$ cat src/rtl/game_state_ctrl.sv
// Game-flow controller for the runner game: IDLE/RUN/PAUSE/DYING/OVER sequencing,
// life and difficulty-level bookkeeping, and a tick-timed death phase.
module game_state_ctrl #(
  parameter  int LIVES        = 3,
  parameter  int DEATH_HOLD   = 60,
  parameter  int TICKS_PER_LV = 600,
  parameter  int LEVEL_W      = 3,
  localparam int LIFE_W       = $clog2(LIVES + 1),
  localparam int CNT_MAX      = (DEATH_HOLD > TICKS_PER_LV) ? DEATH_HOLD : TICKS_PER_LV,
  localparam int CNT_W        = $clog2(CNT_MAX + 1)
) (
  input  logic               clk,
  input  logic               rst,
  input  logic               jump_op,
  input  logic               pause_op,
  input  logic               dead,
  input  logic               tick,
  output logic [2:0]         state,
  output logic [LIFE_W-1:0]  lives,
  output logic [LEVEL_W-1:0] level,
  output logic               game_over
);

  typedef enum logic [2:0] {
    S_IDLE  = 3'd0,
    S_RUN   = 3'd1,
    S_PAUSE = 3'd2,
    S_DYING = 3'd3,
    S_OVER  = 3'd4
  } state_t;

  localparam logic [CNT_W-1:0]   DIST_LAST  = CNT_W'(TICKS_PER_LV - 1);
  localparam logic [CNT_W-1:0]   HOLD_LAST  = CNT_W'(DEATH_HOLD - 1);
  localparam logic [LIFE_W-1:0]  LIVES_INIT = LIFE_W'(LIVES);
  localparam logic [LEVEL_W-1:0] LEVEL_MAX  = '1;

  state_t             r_state,      w_state_nxt;
  logic [LIFE_W-1:0]  r_lives,      w_lives_nxt;
  logic [LEVEL_W-1:0] r_level,      w_level_nxt;
  logic               r_game_over,  w_game_over_nxt;
  logic [CNT_W-1:0]   r_dist,       w_dist_nxt;
  logic [CNT_W-1:0]   r_hold,       w_hold_nxt;
  logic               r_jump_prev;
  logic               r_pause_prev;

  logic w_jmp_rise;
  logic w_pse_rise;

  assign w_jmp_rise = jump_op  & ~r_jump_prev;
  assign w_pse_rise = pause_op & ~r_pause_prev;

  // NOTE: state registers use non-blocking assignments so every flop samples
  // pre-edge values regardless of the order statements appear in.
  always_ff @(posedge clk or negedge rst) begin
    if (!rst) begin
      r_state      <= S_IDLE;
      r_lives      <= '0;
      r_level      <= '0;
      r_game_over  <= 1'b0;
      r_dist       <= '0;
      r_hold       <= '0;
      r_jump_prev  <= 1'b0;
      r_pause_prev <= 1'b0;
    end else begin
      r_state      <= w_state_nxt;
      r_lives      <= w_lives_nxt;
      r_level      <= w_level_nxt;
      r_game_over  <= w_game_over_nxt;
      r_dist       <= w_dist_nxt;
      r_hold       <= w_hold_nxt;
      r_jump_prev  <= jump_op;
      r_pause_prev <= pause_op;
    end
  end

  // NOTE: every output of this block gets a default before the case so that
  // no path leaves a signal unassigned, which would otherwise infer a latch.
  always_comb begin
    w_state_nxt     = r_state;
    w_lives_nxt     = r_lives;
    w_level_nxt     = r_level;
    w_game_over_nxt = 1'b0;
    w_dist_nxt      = r_dist;
    w_hold_nxt      = r_hold;

    case (r_state)
      S_IDLE: begin
        if (w_jmp_rise) begin
          w_state_nxt = S_RUN;
          w_lives_nxt = LIVES_INIT;
          w_level_nxt = '0;
          w_dist_nxt  = '0;
        end
      end

      S_RUN: begin
        // A collision outranks a pause press made in the same cycle.
        if (dead) begin
          w_state_nxt = S_DYING;
          w_lives_nxt = (r_lives == '0) ? '0 : r_lives - 1'b1;
          w_hold_nxt  = '0;
        end else if (w_pse_rise) begin
          w_state_nxt = S_PAUSE;
        end else if (tick) begin
          if (r_dist == DIST_LAST) begin
            w_dist_nxt = '0;
            if (r_level != LEVEL_MAX) w_level_nxt = r_level + 1'b1;
          end else begin
            w_dist_nxt = r_dist + 1'b1;
          end
        end
      end

      S_PAUSE: begin
        if (w_pse_rise) w_state_nxt = S_RUN;
      end

      S_DYING: begin
        if (tick) begin
          if (r_hold == HOLD_LAST) begin
            if (r_lives == '0) begin
              w_state_nxt     = S_OVER;
              w_game_over_nxt = 1'b1;
            end else begin
              w_state_nxt = S_RUN;
              w_dist_nxt  = '0;
            end
          end else begin
            w_hold_nxt = r_hold + 1'b1;
          end
        end
      end

      S_OVER: begin
        if (w_jmp_rise) w_state_nxt = S_IDLE;
      end

      default: w_state_nxt = S_IDLE;
    endcase
  end

  assign state     = r_state;
  assign lives     = r_lives;
  assign level     = r_level;
  assign game_over = r_game_over;

endmodule
$ cat config.mk
export PLATFORM = sky130hd
export DESIGN_NAME = game_state_ctrl
export DESIGN_NICKNAME = d
export VERILOG_FILES = /design/src/rtl/game_state_ctrl.sv
export SDC_FILE = /design/constraint.sdc
export NUM_CORES = 1
export LEC_CHECK = 0
export ABC_AREA = 1
export ABC_CLOCK_PERIOD_IN_PS = 1800
export BUFFER_PORTS_ARGS = -buffer_cell sky130_fd_sc_hd__buf_2
export CAP_MARGIN = 20
export CORE_UTILIZATION = 45
export DETAILED_ROUTE_END_ITERATION = 16
export PLACE_DENSITY = 0.59
export SETUP_SLACK_MARGIN = 0.05
export SLEW_MARGIN = 20
export SYNTH_ARGS = -nofsm -noshare
export SYNTH_HDL_FRONTEND = slang
export SYNTH_SLANG_ARGS = --single-unit
$ cat constraint.sdc
create_clock -name clk -period 1.8 [get_ports clk]
set_input_delay 0.18 -clock clk [delete_from_list [all_inputs] [get_ports clk]]
set_output_delay 0.18 -clock clk [all_outputs]
set_load 0.1 [all_outputs]
* Word-level counts from Yosys, hierarchy flattened *
Cells that the tools add are included.

word-level totals
  register bits after elaboration = 31
  latch bits = 0
  bits in writable memories = 0
  bits in read-only memories = 0
  bits of input ports = 6
  output and inout bits = 9
  word-level logic and storage cells = 83
  memories = 0

operators by class
  add/subtract/negate cells = 4
  multiply operators = 0
  divide/modulo/power cells = 0
  magnitude comparators = 0
  equal/unequal tests = 21
  shift operators = 0
  muxes and demuxes = 36
  bitwise logic cells = 4
  reductions and logical operators = 10

operators by type and width
  operator                 count
  $mux W10                 11
  $mux W3                  13
  $pmux W10 S3             1
  $ne A2 B2 Y1 const B     13
  $add A10 B1 Y10 const B  2
  $pmux W10 S2             1
  $pmux W3 S5              1
  $eq A10 B10 Y1 const B   1
  $eq A10 B6 Y1 const B    1
  $reduce_and A8 Y1        1
  $reduce_and A7 Y1        1
  $eq A3 B2 Y1 const B     2
  $mux W2                  3
  $ne A3 B3 Y1 const B     2
  $pmux W3 S2              1
  $reduce_and A6 Y1        1
  $mux W1                  4
  $pmux W2 S2              1
  $reduce_and A4 Y1        1
  $reduce_bool A2 Y1       2
  $add A3 B1 Y3 const B    1
  $eq A3 B1 Y1 const B     1
  $eq A3 B3 Y1 const B     1
  $logic_not A3 Y1         1
  6 further kinds          8

* Depth between registers and ports, before layout *
Gate-level depths: netlist (run 1).

  depth in word-level cells = 7
  mapped depth = 11
  depth with buffers taken out = 10

* Least setup slack after synthesis (run 1) *
No wires, ideal clock.

  path type = register -> register
  start point = reg r_state[1], in the netlist state[1]
  end point = reg r_dist[9]
  setup time = 0.118 ns
  data arrival time = 1.956 ns
  data required time = 1.682 ns
  slack = -0.275 ns
  cell stages (with the launch flop) = 11
  buffers on the path = 1
  period minus slack after synthesis = 2.075 ns
  cell sequence = dfrtp_1 > inv_1 > nand2_1 > nor2_1 > nand2_2 > inv_2 > nor2_4 > nand3_4 > buf_12 > nand2_2 > nand2_1

between the ends
  longest elaborated chain between the ends = 3
  elaborated cells on any way between the ends = 13
  classes of those cells = 9 x eq/ne; 1 x mux; 3 x reduce/logical

ends and longest elaborated chain
  item                                                                 RTL line  text
  from (decl)                                                          37        state_t r_state, w_state_nxt;
  from (signal assigned)                                               65        r_state <= w_state_nxt;
  $eq A3 B2 Y1 (tied with other cells)                                 86        case (r_state)
  $ne A2 B2 Y1 (no source line) or $reduce_bool A3 Y1 (tied branches)  --
  $reduce_and A8 Y1 (no source line)                                   --
  to (signal assigned)                                                 69        r_dist <= w_dist_nxt;
  to (decl)                                                            41        logic [CNT_W-1:0] r_dist, w_dist_nxt;

Parallel ways exist; a longest one is shown, timed or not.
A chain may end at the register's enable or synchronous reset.

* Worst setup path after layout (run 1) *
  start point = reg r_hold[1]
  end point = reg r_hold[8]

between the ends
  longest elaborated chain between the ends = 4
  elaborated cells on any way between the ends = 7
  classes of those cells = 1 x add/sub; 2 x eq/ne; 3 x mux; 1 x reduce/logical

ends and longest elaborated chain
  item                    RTL line  text
  from (decl)             42        logic [CNT_W-1:0] r_hold, w_hold_nxt;
  from (signal assigned)  70        r_hold <= w_hold_nxt;
  $add A10 B1 Y10         129       w_hold_nxt = r_hold + 1'b1;
  $mux W10                120       if (r_hold == HOLD_LAST) begin
  $mux W10                119       if (tick) begin
  $pmux W10 S2            86

Parallel ways exist; a longest one is shown, timed or not. The select of a mux whose other input is x is not followed.

==> reports/results.ini, run 1 <==
[sta]
min_period_ns=1.66
rsz0062_at_grt=yes
timing.final.crit_share=0.921
clock_skew_ns=0.00452
fmax_mhz=603
hold_slack_ns=0.0206
tightest_slew_ns=0.697
finalHoldViolCount=0
slew_headroom=0.536
tns_ns=0
finalMaxSlewViolations=0
setup_viol_count_final=0

[route]
wire_per_inst_microns=12.3
wl_met2_microns=1870
drt_pass1_iterations=4
drc=0
ant_nets=0
vias=1789
highest_layer=met4
route.met3.wl_microns=178
drt_wl_total_microns=4390
via_per_inst=5.01
wl_met1_microns=2250
drt_iter0_drc=131

[layout]
num-fill-cells=419
area_growth_syn_to_layout_pct=19.0
layout_commonest_cell=nand2_1
layout_common_cells=nand2_1 (79), nor2_1 (30), inv_1 (28)
fin_cells=357
post-route-util=0.571
n_antenna_cell=0
design_area_sq_um=2350
layout.nets=316
final_layout_size_suffix_gt1_frac=0.235

[pwr]
seqPwrFrac=0.257
switchingPower_uw=1860
internal_power_uw=1830
power_density_nw_per_um2=1570
switching_share=0.505
p_comb_frac=0.603
leakage_uw=0.00115
clockPowerShare=0.140
peakVddDrop_v=0.00127

[logic_synthesis]
synth_nets=285
ys_ff_latch=31
synth_area_leaders=dfrtp_1 (39%), nand2_1 (15%), nand3_1 (6.1%)
synth_top_area_frac=0.393
yosysTopAreaCell=dfrtp_1
syn_area_sq_um=1970
synthCells=275
ys_seq_area_frac=0.393
yosysWarningCount=0
synth_cell_types=27
syn_area_per_cell_sq_um=7.18

[run]
cap_viol_max_count=0

[grt]
antenna_found_initial=0
grt_max_degree=32
grt_pass1_vias=1565
grt-ovfl-total=0
grt_pass1_wl_microns=6990
grt_usage=0.204

[clocking]
cts.sinks=31
clock_latency_ns=0.28
clk_pin_slew_ns=0.06
cts-buffers-inserted=5
tritoncts=built
clockBufferDepth=2
ctsRootBufferMaster=clkbuf_8
cts_max_level=2

[placed_design]
gp_congestion=0.834
io_buffers=14
dpl.hpwl_microns=2830
post_dp_cell_area_sq_um=2110
dpl.cell_count=338

[min_path]
hold_path.class=in2reg

[die]
ios=15
fp.dieW_microns=68.2
start_util=0.479
dieArea_sq_um=4650
rows=23
design.core.area_sq_um=4120
die_y_microns=68.2

[worst_setup_path]
required_ns=1.97
cpPeakStageDelay_ns=0.39
start_kind=flip-flop
cp_data_arrival_time_ns=1.83
cp-end-kind=flip-flop
worstPathMaxFanout=5
slowest_stage=dfrtp_1
setup.worst_path.class=reg2reg
crit_chain=ha_2, inv_1, nor3_1, nand3_1, nand2_4, nand2_2, nand2_4, buf_12, inv_2, nand2_1, nand2_1

[run_status]
outcome=complete, no violations

==> worst max-delay path, delay by kind of cell (launching register included) <==
family,cells,cell delay [ns]
adders and majority gates,1,0.20
DFF,1,0.39
buffers and inverters,3,0.21
and+or+nand+nor,7,0.76
==> power groups by stage <==
stage	registers (uW)	logic (uW)	clock network (uW)
floorplan	1400	1080	0
global placement	961	1830	0
detailed placement	960	1850	0
CTS	949	1860	533
global route	968	2430	565
finish	950	2230	515
==> cell type report <==
type	count	area, sq um	area share
multi-input combinational	208	1060	0.451
sequential	31	786	0.335
timing repair buffer	29	245	0.104
inverter	31	116	0.0495
clock buffer	8	80.1	0.0341
tap	50	62.6	0.0266
==> cell families after synthesis <==
logic type                 share of synthesized area
adders and majority gates                     0.0254
buffers and inverters                         0.0843
and+or+nand+nor                                0.379
DFF                                            0.393
AOI/OAI and AO/OA                              0.110
xor gates and xnor gates                     0.00888
==> metal layers <==
layer / vias to the layer above / GRT usage
met5: - / 0
met4: 0 / 0.0833
met3: 9 / 0.0617
met2: 41 / 0.300
met1: 791 / 0.276
li1: 948 / -
==> worst paths after layout <==
check / start / end / slack, ns / cells after the start
hold / removal: jump_op / r_jump_prev / 0.02 / 1
setup reg to reg: r_hold[1] / r_hold[8] / 0.14 / 11
setup / recovery: r_hold[1] / r_hold[8] / 0.14 / 11
hold reg to reg: level[2] / level[2] / 0.52 / 2
min in group asynchronous: rst / r_hold[7] / 0.48 / 2
max in group asynchronous: rst / state[1] / 0.82 / 2
==> cells in the mapped netlist <==
master	count
and2_4	1
buf_2	3
a21oi_1	3
or2_2	2
nor2_2	2
nor3_1	2
a21o_1	1
xor2_1	2
buf_4	2
nand2_1	81
ha_1	4
inv_2	3
nand3_1	24
o21ai_2	7
o21ai_0	5
nand2_2	9
o21ai_1	17
nor2_1	30
nor2_4	2
a21boi_0	1
inv_1	28
nand3b_1	1
buf_12	1
nand3_4	1
dfrtp_1	31
o21bai_1	2
nand4_1	10
==> flip-flops by register name, indices dropped and copies added, names as in the netlist <==
signal	count
level	3
game_over	1
r_dist	10
state	3
r_hold	10
r_jump_prev	1
r_pause_prev	1
lives	2
==> metrics by stage <==
step | total power, uW | worst slack [ns]
after global placement | 2800 | 0.211
after floorplan | 2480 | 0.0847
final | 3690 | 0.142
after CTS | 3340 | 0.167
after global routing | 3960 | 0.0279
after detailed placement | 2810 | 0.172
==> timing repair <==
item	CTS	global route
endpoints found under the hold margin	31	0
endpoints found under the setup margin	0	15
resized for setup	0	6
buffers inserted	0	7
hold buffers	1	0
No activity file was read; power rests on OpenSTA's default activity.
==> run 2, diff against run 1 <==
--- a/config.mk
+++ b/config.mk
@@ -10,6 +10,7 @@
 export BUFFER_PORTS_ARGS = -buffer_cell sky130_fd_sc_hd__buf_2
 export CAP_MARGIN = 20
 export CORE_UTILIZATION = 45
+export CTS_BUF_LIST = sky130_fd_sc_hd__clkbuf_4 sky130_fd_sc_hd__clkbuf_8
 export DETAILED_ROUTE_END_ITERATION = 16
 export PLACE_DENSITY = 0.59
 export SETUP_SLACK_MARGIN = 0.05
==> reports/results.ini, run 2 (synthesis results as in run 1) <==
[clocking]
cts.sinks=31  ; unchanged
clock_latency_ns=0.28  ; about the same
cts-buffers-inserted=5  ; unchanged
ctsRootBufferMaster=clkbuf_8
clk_pin_slew_ns=0.06  ; about the same
cts_max_level=2  ; unchanged
clockBufferDepth=2  ; unchanged
tritoncts=built

[route]
drc=0  ; unchanged
drt_iter0_drc=158  ; +21%
ant_nets=0  ; unchanged
vias=1780  ; -0.50%
via_per_inst=4.99  ; -0.50%
wire_per_inst_microns=12.4  ; +1.1%
drt_pass1_iterations=4  ; unchanged
drt_wl_total_microns=4440  ; +1.1%

[die]
die_y_microns=68.2  ; unchanged
fp.dieW_microns=68.2  ; unchanged
dieArea_sq_um=4650  ; unchanged
rows=23  ; unchanged
design.core.area_sq_um=4120  ; unchanged
ios=15  ; unchanged
start_util=0.479  ; unchanged

[layout]
n_antenna_cell=0  ; unchanged
layout_common_cells=nand2_1 (79), nor2_1 (30), inv_1 (28)
fin_cells=357  ; unchanged
layout.nets=316  ; unchanged
num-fill-cells=418  ; -0.24%
area_growth_syn_to_layout_pct=19.6
top_regs=r_dist: 10 flops, r_hold: 10 flops
final_layout_size_suffix_gt1_frac=0.244  ; +0.00977
layout_commonest_cell=nand2_1

[grt]
met2_usage=0.301  ; +0.00123
grt-ovfl-total=0  ; unchanged
grt_pass1_wl_microns=7000  ; +0.20%
use_met3=0.0517  ; -0.0100
grt_busiest_layer=met2
grt_util_met1=0.277  ; +0.00102
antenna_found_initial=0  ; unchanged
grt_pass1_vias=1571  ; +0.38%
grt_usage=0.203  ; -0.00140
grt_max_degree=32  ; unchanged

[pwr]
leakage_uw=0.00116  ; +0.89%
switching_share=0.499  ; -0.00549
internal_power_uw=1870  ; +2.5%
peakVddDrop_v=0.00128  ; +0.26%
power_density_nw_per_um2=1590  ; +0.86%
p_comb_frac=0.596  ; -0.007
seqPwrFrac=0.254  ; -0.003
switchingPower_uw=1870  ; +0.24%
clockPowerShare=0.150  ; +0.010

[placed_design]
gp_congestion=0.834  ; unchanged
io_buffers=14  ; unchanged
dpl.hpwl_microns=2830  ; unchanged
dpl.cell_count=338  ; unchanged

[sta]
setup_viol_count_final=0  ; unchanged
finalHoldViolCount=0  ; unchanged
tns_ns=0  ; unchanged
fmax_mhz=606  ; +0.48%
slew_headroom=0.532  ; -0.00353
clock_skew_ns=0.00592  ; +0.00139 ns
rsz0062_at_grt=yes
min_period_ns=1.65  ; -0.00784 ns
timing.final.crit_share=0.916  ; -0.00436
tightest_slew_ns=0.702  ; +0.00529 ns
finalMaxSlewViolations=0  ; unchanged

[worst_setup_path]
start_kind=flip-flop
setup.worst_path.class=reg2reg
cp-end-kind=flip-flop
required_ns=1.97  ; about the same
worstPathMaxFanout=5  ; unchanged
cp_data_arrival_time_ns=1.82  ; about the same

[run_status]
outcome=complete, no violations

[run]
cap_viol_max_count=0  ; unchanged

[min_path]
hold_path.class=in2reg

[run 2: cell counts in the layout (fill, tap and decap cells not counted)]
Identical to the previous run, type by type.
[run 2: per-stage QoR]
stage	total power [uW]	hold WS [ns]	utilization	cell area [sq um]	setup WS (ns)
after global placement	2800	0.276	0.514	2110	0.211
after CTS	3390	0.0123	0.538	2220	0.169
final	3740	0.0202	0.573	2360	0.150
after detailed placement	2810	0.275	0.514	2110	0.172
after global routing	4010	0.0206	0.573	2360	0.0304
after floorplan	2480	-0.116	-	1980	0.0847
[run 2: layout make-up]
cell class	instances	area (sq um)	area share
Clock buffer	8	91.3	0.0387
Inverter	31	116	0.0493
Multi-Input combinational cell	208	1060	0.449
Sequential cell	31	786	0.333
Tap cell	50	62.6	0.0265
Timing Repair Buffer	29	245	0.104
[run 2: power by group through the flow]
| stage | Sequential (uW) | Clock [uW] | Combinational (uW) |
|---|---|---|---|
| floorplan | 1400 | 0 | 1080 |
| global placement | 961 | 0 | 1830 |
| detailed placement | 960 | 0 | 1850 |
| CTS | 949 | 580 | 1860 |
| global route | 968 | 611 | 2430 |
| finish | 951 | 561 | 2230 |
[run 2: worst paths after layout]
path | depth (start not counted) | slack [ns] | startpoint | to
worst max-delay path | 11 | 0.15 | r_hold[1] | r_hold[8]
worst min-delay path | 1 | 0.02 | jump_op | r_jump_prev
worst max register to register | 11 | 0.15 | r_hold[1] | r_hold[8]
worst min register to register | 2 | 0.52 | level[2] | level[2]
max in group asynchronous | 2 | 0.82 | rst | state[1]
min in group asynchronous | 2 | 0.48 | rst | r_dist[7]
[run 2: worst max-delay path, cell delays in order, from the launching register on]
cell,delay [ns]
dfrtp_1,0.39
ha_2,0.20
inv_1,0.05
nor3_1,0.13
nand3_1,0.18
nand2_4,0.16
nand2_2,0.07
nand2_4,0.12
buf_12,0.12
inv_2,0.03
nand2_1,0.05
nand2_1,0.05
[run 2: repair_timing]
action | in CTS | in global routing
hold endpoints to repair | 31 | 0
buffers inserted | 0 | 7
hold buffers | 1 | 0
resized for setup | 0 | 6
endpoints found under the setup margin | 0 | 15
[run 2: per-layer routing]
metal / vias to the layer above / share of wire
met4: 0 / 0.017
met3: 8 / 0.037
met1: 787 / 0.51
li1: 945 / -
met5: - / 0
met2: 40 / 0.43
==> run 3, diff against run 2 <==
--- a/config.mk
+++ b/config.mk
@@ -5,14 +5,14 @@
 export SDC_FILE = /design/constraint.sdc
 export NUM_CORES = 1
 export LEC_CHECK = 0
-export ABC_AREA = 1
 export ABC_CLOCK_PERIOD_IN_PS = 1800
 export BUFFER_PORTS_ARGS = -buffer_cell sky130_fd_sc_hd__buf_2
 export CAP_MARGIN = 20
-export CORE_UTILIZATION = 45
+export CORE_UTILIZATION = 60
 export CTS_BUF_LIST = sky130_fd_sc_hd__clkbuf_4 sky130_fd_sc_hd__clkbuf_8
 export DETAILED_ROUTE_END_ITERATION = 16
-export PLACE_DENSITY = 0.59
+export GPL_ROUTABILITY_DRIVEN = 1
+export PLACE_DENSITY = 0.76
 export SETUP_SLACK_MARGIN = 0.05
 export SLEW_MARGIN = 20
 export SYNTH_ARGS = -nofsm -noshare
==> reports/results.ini, run 3 <==
[run_status]
outcome=complete, but fails checks
violations=setup timing

[sta]
finalHoldViolCount=0  ; unchanged
min_period_ns=2.32  ; +0.667 ns
finalMaxSlewViolations=0  ; unchanged
slew_headroom=0.540  ; +0.00755
tightest_slew_ns=0.691  ; -0.0113 ns
fmax_mhz=432  ; -29%
timing.final.crit_share=1.29  ; +0.371
clock_skew_ns=0.0132  ; +0.00731 ns
hold_slack_ns=0.339  ; +0.319 ns
setup_viol_count_final=3  ; +3
tns_ns=-1.41  ; -1.41 ns
finalWorstSetupSlack_ns=-0.517  ; -0.667 ns
rsz0062_at_grt=yes

[worst_setup_path]
cp.buffers_inverters=0  ; -3
setup.worst_path.class=reg2reg
start_kind=flip-flop
timing.rr.end=level[0]
slowest_stage=or4b_1
r2r_cells=5  ; -6
crit_chain=or4b_1, nor4_2, or4b_4, a221o_1, mux2_2
required_ns=2.04  ; +0.07 ns
cpPeakStageDelay_ns=0.53  ; +0.14 ns
cp_top_family=simple AND/OR/NAND/NOR gates
cp_data_arrival_time_ns=2.56  ; +0.74 ns
regToRegStartpoint=r_dist[8]
reg2reg_slack_ns=-0.52  ; -0.67 ns
worstPathMaxFanout=3  ; -2
cp-end-kind=flip-flop

[die]
dieArea_sq_um=3070  ; -34%
ios=15  ; unchanged
start_util=0.660  ; +0.181
die_y_microns=55.4  ; -19%
fp.dieW_microns=55.4  ; -19%
rows=18  ; -22%
design.core.area_sq_um=2590  ; -37%

[clocking]
cts.sinks=31  ; unchanged
clock_latency_ns=0.34  ; +0.06 ns
cts-buffers-inserted=5  ; unchanged
clk_pin_slew_ns=0.11  ; +0.05 ns
cts_max_level=2  ; unchanged
ctsRootBufferMaster=clkbuf_4
clockBufferDepth=2  ; unchanged
tritoncts=built

[layout]
num-fill-cells=152  ; -64%
layout_common_cells=buf_4 (31), dfrtp_1 (26), nand2_1 (14), buf_2 (14), nor2_1 (13)
area_growth_syn_to_layout_pct=31.2
layout.nets=245  ; -22%
layout_commonest_cell=buf_4
fin_cells=266  ; -25%
n_antenna_cell=0  ; unchanged
design_area_sq_um=2240  ; -4.9%
top_regs=r_dist: 10 flops, r_hold: 10 flops
final_layout_size_suffix_gt1_frac=0.352  ; +0.107

[pwr]
power_density_nw_per_um2=1550  ; -2.2%
leakage_uw=0.00103  ; -11%
total_power_uw=3480  ; -7.0%
peakVddDrop_v=0.00179  ; +41%

[placed_design]
io_buffers=14  ; unchanged
dpl.cell_count=253  ; -25%
dpl.hpwl_microns=3160  ; +12%
post_dp_cell_area_sq_um=2070  ; -2.1%
gp_congestion=0.846  ; +1.5%

[route]
wire_per_inst_microns=18.0  ; +45%
ant_nets=0  ; unchanged
via_per_inst=6.53  ; +31%
drt_pass1_iterations=4  ; unchanged
drt_wl_total_microns=4800  ; +8.1%
vias=1737  ; -2.4%
drt_iter0_drc=103  ; -35%
drc=0  ; unchanged

[logic_synthesis]
synthCells=183  ; -33%
yosysWarningCount=0  ; unchanged
synth_edf_count=0  ; unchanged
syn_area_sq_um=1710  ; -13%
synth_top_area_frac=0.454  ; +0.0604
yosysTopAreaCell=dfrtp_1
synth_area_leaders=dfrtp_1 (45%), nand2_1 (3.1%), ha_1 (2.9%)
yosysMostFrequentCell=dfrtp_1
ys_seq_area_frac=0.454  ; +0.0604
synth_nets=193  ; -32%
async_flop_share=1.00  ; unchanged
synth_cell_types=44  ; +63%
syn_area_per_cell_sq_um=9.35  ; +30%
ys_ff_latch=31  ; unchanged
synthTopCellsByCount=dfrtp_1 (31), nand2_1 (14), nor2_1 (13)
ys.flop_type=dfrtp_1

[grt]
grt_pass1_wl_microns=8070  ; +15%
antenna_found_initial=0  ; unchanged
grt_max_degree=32  ; unchanged
grt_pass1_vias=1806  ; +15%
grt_usage=0.339  ; +0.137
grt-ovfl-total=0  ; unchanged

[min_path]
hold_depth=3  ; +2
min_from=dead
worst_hold_path.endpoint=lives[0]
hold_path.class=in2reg

[run]
cap_viol_max_count=0  ; unchanged

## run 3: cell count changes in the layout (fill, tap and decap cells not counted), moves of 9 or more
cell and delta:
inv_1 -25, buf_4 +21, nor2_1 -17, nand2_1 -65, nand3_1 -14, nand2_2 -9
## run 3: stage by stage
stage                util  worst slack (ns)
floorplan               -            -0.452
global route        0.867            -0.602
finish              0.867            -0.517
global placement    0.800            -0.437
detailed placement  0.800            -0.499
CTS                 0.859            -0.512
## run 3: metal layers
| layer | routed length [microns] | share of wire | global-route usage |
|---|---|---|---|
| met4 | 203 | 0.042 | 0.193 |
| met3 | 413 | 0.086 | 0.0820 |
| met2 | 2250 | 0.47 | 0.544 |
| met5 | 0 | 0 | 0 |
| met1 | 1930 | 0.40 | 0.418 |
## run 3: logic make-up (layout without fill, tap and decap cells)
logic type / Yosys count / in the layout / synth area share
AO/OA/AOI/OAI: 56 / 56 / 0.222
adder cells (fa/ha/maj): 4 / 4 / 0.0293
buffers and inverters: 11 / 64 / 0.0241
flip-flops: 31 / 31 / 0.454
multiplexers: 5 / 5 / 0.0322
AND/OR/NAND/NOR: 76 / 76 / 0.239
## run 3: how the worst max path moves through the flow
stage,start,end,slack [ns],cells after the start
4_1_cts,r_dist[8],level[0],-0.51,5
2_1_floorplan,r_dist[8],level[0],-0.45,5
6_report,r_dist[8],level[0],-0.52,5
5_1_grt,r_dist[8],level[0],-0.60,5
3_3_place_gp,r_dist[8],level[0],-0.44,5
3_5_place_dp,r_dist[8],level[0],-0.50,5
## run 3: worst reg2reg max path: stages, from the launching register on
cell and delay [ns]:
dfrtp_1 0.40, or4b_1 0.53, nor4_2 0.16, or4b_4 0.50
a221o_1 0.34, mux2_2 0.28
## run 3: report_power, final
part / internal, uW / leakage (uW) / total, uW / switching (uW)
Clock: 145 / 0.0000347 / 402 / 256
Combinational: 757 / 0.000587 / 2070 / 1320
Sequential: 831 / 0.000410 / 1010 / 176
Total: 1730 / 0.00103 / 3480 / 1750
## run 3: final cells by class
type                            instances  area (sq um)  area share
Clock inverter                          3          15.0     0.00669
Timing Repair Buffer                   50           355       0.158
Sequential cell                        31           790       0.352
Multi-Input combinational cell        141           987       0.440
Tap cell                               30          37.5      0.0167
Clock buffer                            5          37.5      0.0167
Inverter                                6          22.5      0.0100
## run 3: timing repair
| action | CTS | global route |
|---|---|---|
| setup endpoints to repair | 16 | 18 |
| resized for setup | 13 | 4 |
| endpoints found under the hold margin | 33 | 0 |
| pin swaps | 7 | 3 |
| hold buffers | 3 | 0 |
| setup buffers | 2 | 1 |
